### config.mk
export PLATFORM = sky130hd
export DESIGN_NAME = mem_stage
export DESIGN_NICKNAME = d
export VERILOG_FILES = /design/src/rtl/mem_stage.sv
export SDC_FILE = /design/constraint.sdc
export NUM_CORES = 1
export LEC_CHECK = 0
export ABC_AREA = 1
export CAP_MARGIN = 20
export CORE_UTILIZATION = 54
export CTS_CLUSTER_SIZE = 40
export DETAILED_ROUTE_END_ITERATION = 16
export DONT_BUFFER_PORTS = 1
export PLACE_DENSITY = 0.67
export SLEW_MARGIN = 20
export SYNTH_ARGS = -nofsm -noshare
export SYNTH_HDL_FRONTEND = slang
export SYNTH_SLANG_ARGS = --single-unit
### constraint.sdc
create_clock -name clk -period 6.6 [get_ports clk]
set_clock_uncertainty 0.2 [all_clocks]
set_input_delay 0.99 -clock clk [delete_from_list [all_inputs] [get_ports clk]]
set_output_delay 0.99 -clock clk [all_outputs]
set_load 0.03 [all_outputs]
### src/rtl/mem_stage.sv
// Memory-access pipeline stage: issues one data-memory request per load/store,
// freezes earlier stages while waiting, and formats the returned load data.
module mem_stage #(
    parameter int XLEN = 32
) (
    input  logic            clk,
    input  logic            rst,
    input  logic            valid_i,
    input  logic            mem_read_i,
    input  logic            mem_write_i,
    input  logic [2:0]      funct3_i,
    input  logic [XLEN-1:0] alu_out_i,
    input  logic [XLEN-1:0] rs2_i,
    output logic            dmem_read,
    output logic            dmem_write,
    output logic [XLEN-1:0] dmem_address,
    output logic [XLEN-1:0] dmem_wdata,
    output logic [3:0]      dmem_mbe,
    input  logic [XLEN-1:0] dmem_rdata,
    input  logic            dmem_resp,
    output logic [XLEN-1:0] load_data_o,
    output logic            done_o,
    output logic            stall_o,
    output logic            misalign_o
);

    typedef enum logic [1:0] {
        IDLE   = 2'd0,
        ACCESS = 2'd1,
        DONE   = 2'd2
    } state_t;

    state_t state_reg, state_next;

    logic [XLEN-1:0] addr_reg;
    logic [XLEN-1:0] wdata_reg;
    logic [3:0]      mbe_reg;
    logic [2:0]      funct3_reg;
    logic [1:0]      off_reg;
    logic            write_reg;
    logic [XLEN-1:0] load_data_reg;

    logic            req;
    logic            misaligned;
    logic            accept;
    logic [1:0]      off;
    logic [3:0]      mbe_next;
    logic [XLEN-1:0] wdata_next;
    logic [XLEN-1:0] rdata_shifted;
    logic [XLEN-1:0] load_fmt;

    assign req = valid_i & (mem_read_i | mem_write_i);
    assign off = alu_out_i[1:0];

    // funct3[1:0]: 00 byte, 01 half, anything else treated as a full word
    assign misaligned = ((funct3_i[1:0] == 2'b01) && off[0]) ||
                        (funct3_i[1]              && (off != 2'b00));

    assign accept = (state_reg == IDLE) && req && !misaligned;

    generate
        for (genvar gi = 0; gi < 4; gi++) begin : g_lane
            localparam logic [1:0] LANE = 2'(gi);
            assign mbe_next[gi] = (funct3_i[1:0] == 2'b00) ? (off == LANE) :
                                  (funct3_i[1:0] == 2'b01) ? (off[1] == LANE[1]) :
                                  1'b1;
        end
    endgenerate

    assign wdata_next = rs2_i << {off, 3'b000};

    always_comb begin
        state_next = state_reg;
        stall_o    = 1'b0;
        misalign_o = 1'b0;
        dmem_read  = 1'b0;
        dmem_write = 1'b0;
        done_o     = 1'b0;
        case (state_reg)
            IDLE: begin
                if (req) begin
                    if (misaligned) begin
                        misalign_o = 1'b1;
                    end else begin
                        stall_o    = 1'b1;
                        state_next = ACCESS;
                    end
                end
            end
            ACCESS: begin
                stall_o    = 1'b1;
                dmem_read  = ~write_reg;
                dmem_write = write_reg;
                if (dmem_resp) begin
                    state_next = DONE;
                end
            end
            DONE: begin
                done_o     = 1'b1;
                state_next = IDLE;
            end
            default: state_next = IDLE;
        endcase
    end

    assign rdata_shifted = dmem_rdata >> {off_reg, 3'b000};

    always_comb begin
        load_fmt = dmem_rdata;
        case (funct3_reg)
            3'b000:  load_fmt = {{24{rdata_shifted[7]}}, rdata_shifted[7:0]};
            3'b001:  load_fmt = {{16{rdata_shifted[15]}}, rdata_shifted[15:0]};
            3'b100:  load_fmt = {24'd0, rdata_shifted[7:0]};
            3'b101:  load_fmt = {16'd0, rdata_shifted[15:0]};
            default: load_fmt = dmem_rdata;
        endcase
    end

    always_ff @(posedge clk or posedge rst) begin
        if (rst) begin
            state_reg     <= IDLE;
            addr_reg      <= '0;
            wdata_reg     <= '0;
            mbe_reg       <= '0;
            funct3_reg    <= '0;
            off_reg       <= '0;
            write_reg     <= 1'b0;
            load_data_reg <= '0;
        end else begin
            state_reg <= state_next;
            if (accept) begin
                addr_reg   <= {alu_out_i[XLEN-1:2], 2'b00};
                wdata_reg  <= wdata_next;
                mbe_reg    <= mbe_next;
                funct3_reg <= funct3_i;
                off_reg    <= off;
                write_reg  <= mem_write_i;
            end
            // Stores complete without touching the last load result
            if ((state_reg == ACCESS) && dmem_resp && !write_reg) begin
                load_data_reg <= load_fmt;
            end
        end
    end

    assign dmem_address = addr_reg;
    assign dmem_wdata   = wdata_reg;
    assign dmem_mbe     = mbe_reg;
    assign load_data_o  = load_data_reg;

endmodule

==> results.md <==
* Status: finished, final reports clean
* Chip width at 102 um
* Post-synthesis cell type count at 24
* R2R Path End: load_data_o[27]
* Cell area after synthesis at 5350 um2
* Commonest non-fill, non-tap cells in the layout: 301 x nand2_1, 106 x dfrtp_1, 71 x o21ai_0
* Internal at 1.24 mW
* Postcts setup bufs at 0
* Post-layout nets at 797
* Overflow after GRT at 0
* Sink Count at around 110
* CP endpoint: stall_o
* Placement Rows at 35
* Most common cell after layout, fill and taps aside: nand2_1
* Max_slew headroom at 35.5%
* Clock share of power at 18.1%
* Mapped Avg Cell Area at 7.43 um2
* Crit path cell chain: nor2_4, inv_2, nand2_2, nand2_4, nand2_1
* Hold_ws at approximately 280 ps
* Antenna violations before repair at 0
* Seq pwr share at about three fifths
* Fmax at 276 MHz
* Worst Path Buf+Inv at 1
* Final setup TNS at 0 ps
* FF-to-FF Start: funct3_reg[1]
* CP max stage cell: nand2_1
* Final Util at 58.6%
* Later-pin clock latency in the skew report at roughly 370 ps
* Root Buffer: clkbuf_8
* Vias in the first global route at between 4000 and 5000
* First-pass DRT Iterations at 7
* Die Span Y at 102 um
* Tmin final at 3620 ps
* CP Capture Type: output port
* Cell count after synthesis at 721
* First-pass GRT wire length at 20700 um
* Top cell type's share of synthesized area at 49.5%
* Routed WL at 13300 um
* Area of the core at 9420 um2
* Placer Congestion at approximately 0.9
* Switching share of total power at between 40% and 50%
* Layout cell share with drive strength beyond 1 at 6.17%
* Pins Over Slew Limit at 0
* Vias post-DR at about 4500
* Worst EP required at 5410 ps
* Starting density of the core at 56.9%
* Worst-Margin Slew at between 900 and 1000 ps
* FF-to-FF path depth at 7
* Sequential share of the synthesized area at 49.5%
* CP peak stage delay at ~480 ps
* Largest net degree at the start of global routing at 89
* Syn. warnings at 0
* CTS HTree Levels at 3
* Port Buffers at 0
* Die footprint at 10300 um2
* Area leader, netlist: dfrtp_1
* Wire per inst at 16.2 um
* Max cap viols at 0
* Sw power at 1.17 mW
* Top area cells in the synthesized netlist: dfrtp_1 50%, nand2_1 21%, o21ai_0 6.6%
* Crit path depth at 5
* R2r setup slk at 3700 ps
* Synth Register Bits at 106
* Clock Path Buffers at 2
* Logic pwr share at between 20% and 30%
* Tcrit/Tclk final at 54.9%
* VDD IR max at 199 uV
* Post_cts resized at 0
* N_diodes at 0
* CP Launch Type: primary input
* RSZ-0062 raised after global routing: no
* Num CTS Buffers at 9
* Area Overhead vs Synth at 3.06%
* Endpoints failing setup at 0
* Post-CTS Hold Buffers at 0
* Crit-path max FO at 88
* Worst Setup Path Type: in -> out
* Clk pin slew, worst setup/hold paths at 110 ps
* Pwr per Cell Area at 435 nW/um2
* Number of nets with antenna violations after routing at 0
* Critical path origin: alu_out_i[0]
* Io pins at 210
* GRT Util Overall at 26.2%
* CTS tree: built
* Drt drc at 0
* Pleak at between 2 and 3 nW
* Worst hold path class: in -> async
* Vias per cell at ~5.4
* Crit path DAT at 2430 ps
* Final Hold Fails at 0
* CP delay by family, top: simple AND/OR/NAND/NOR gates
* Hpwl dp at 9560 um
* Initial drt markers at about 180
## per-layer routing
| metal | up-vias | routed length [um] | global-route usage, % |
|---|---|---|---|
| met1 | 2091 | 5510 | 33.7 |
| li1 | 2196 | - | - |
| met3 | 9 | 1210 | 7.11 |
| met2 | 181 | 6520 | 43.1 |
| met5 | - | 0 | 0 |
| met4 | 0 | 107 | 7.92 |
## layout make-up
cell class	count	area, um2
multi-input cells	510	2230
repair buffers	1	7.51
inverters	64	245
clock inverters	7	100
well taps	129	161
clock buffers	9	124
fillers	902	3900
flip-flops and latches	106	2650
## through the flow
stage | setup slack [ps] | cell area [um2] | total power [mW] | cells
after global routing | 2830 | 5520 | 2.55 | 826
after detailed placement | 2980 | 5290 | 1.98 | 810
after global placement | 3010 | 5290 | 1.96 | 810
after CTS | 2970 | 5520 | 2.42 | 826
final | 2980 | 5520 | 2.40 | 826
after floorplan | 2620 | 5360 | 1.86 | 722
## power groups by stage
stage               Clock [mW]  Combinational [mW]  Sequential [mW]
floorplan                    0               0.460             1.40
global placement             0               0.479             1.49
detailed placement           0               0.495             1.49
CTS                      0.443               0.496             1.48
global route             0.466               0.577             1.51
finish                   0.436               0.491             1.48
## cells by family (layout without fill, tap and decap cells)
logic type	after synthesis	count (layout)	share of synthesized area, %
AND/OR/NAND/NOR	385	385	29.5
other	1	2	0.0700
flip-flops	106	106	49.5
buffers and inverters	106	81	9.02
AO/OA/AOI/OAI	123	123	11.9
## synth_stat cells, drive strengths merged
cell / n
inv: 63
o21ai: 75
clkinv: 1
nand3: 51
nor3: 2
a22oi: 8
a21oi: 40
dfrtp: 106
nand2: 303
buf: 28
or2: 16
conb: 1
clkbuf: 14
nor2: 13
## worst min path at each step
stage	startpoint	endpoint	slack, ps	depth (start not counted)
after detailed placement	funct3_reg[2]	funct3_reg[2]	290	2
after CTS	rst	dmem_address[13]	290	1
after global placement	funct3_reg[2]	funct3_reg[2]	300	2
after floorplan	funct3_reg[2]	funct3_reg[2]	270	2
final	rst	dmem_address[19]	280	1
after global routing	rst	dmem_address[19]	310	1
Note: power is estimated with default switching activity, not from simulation.
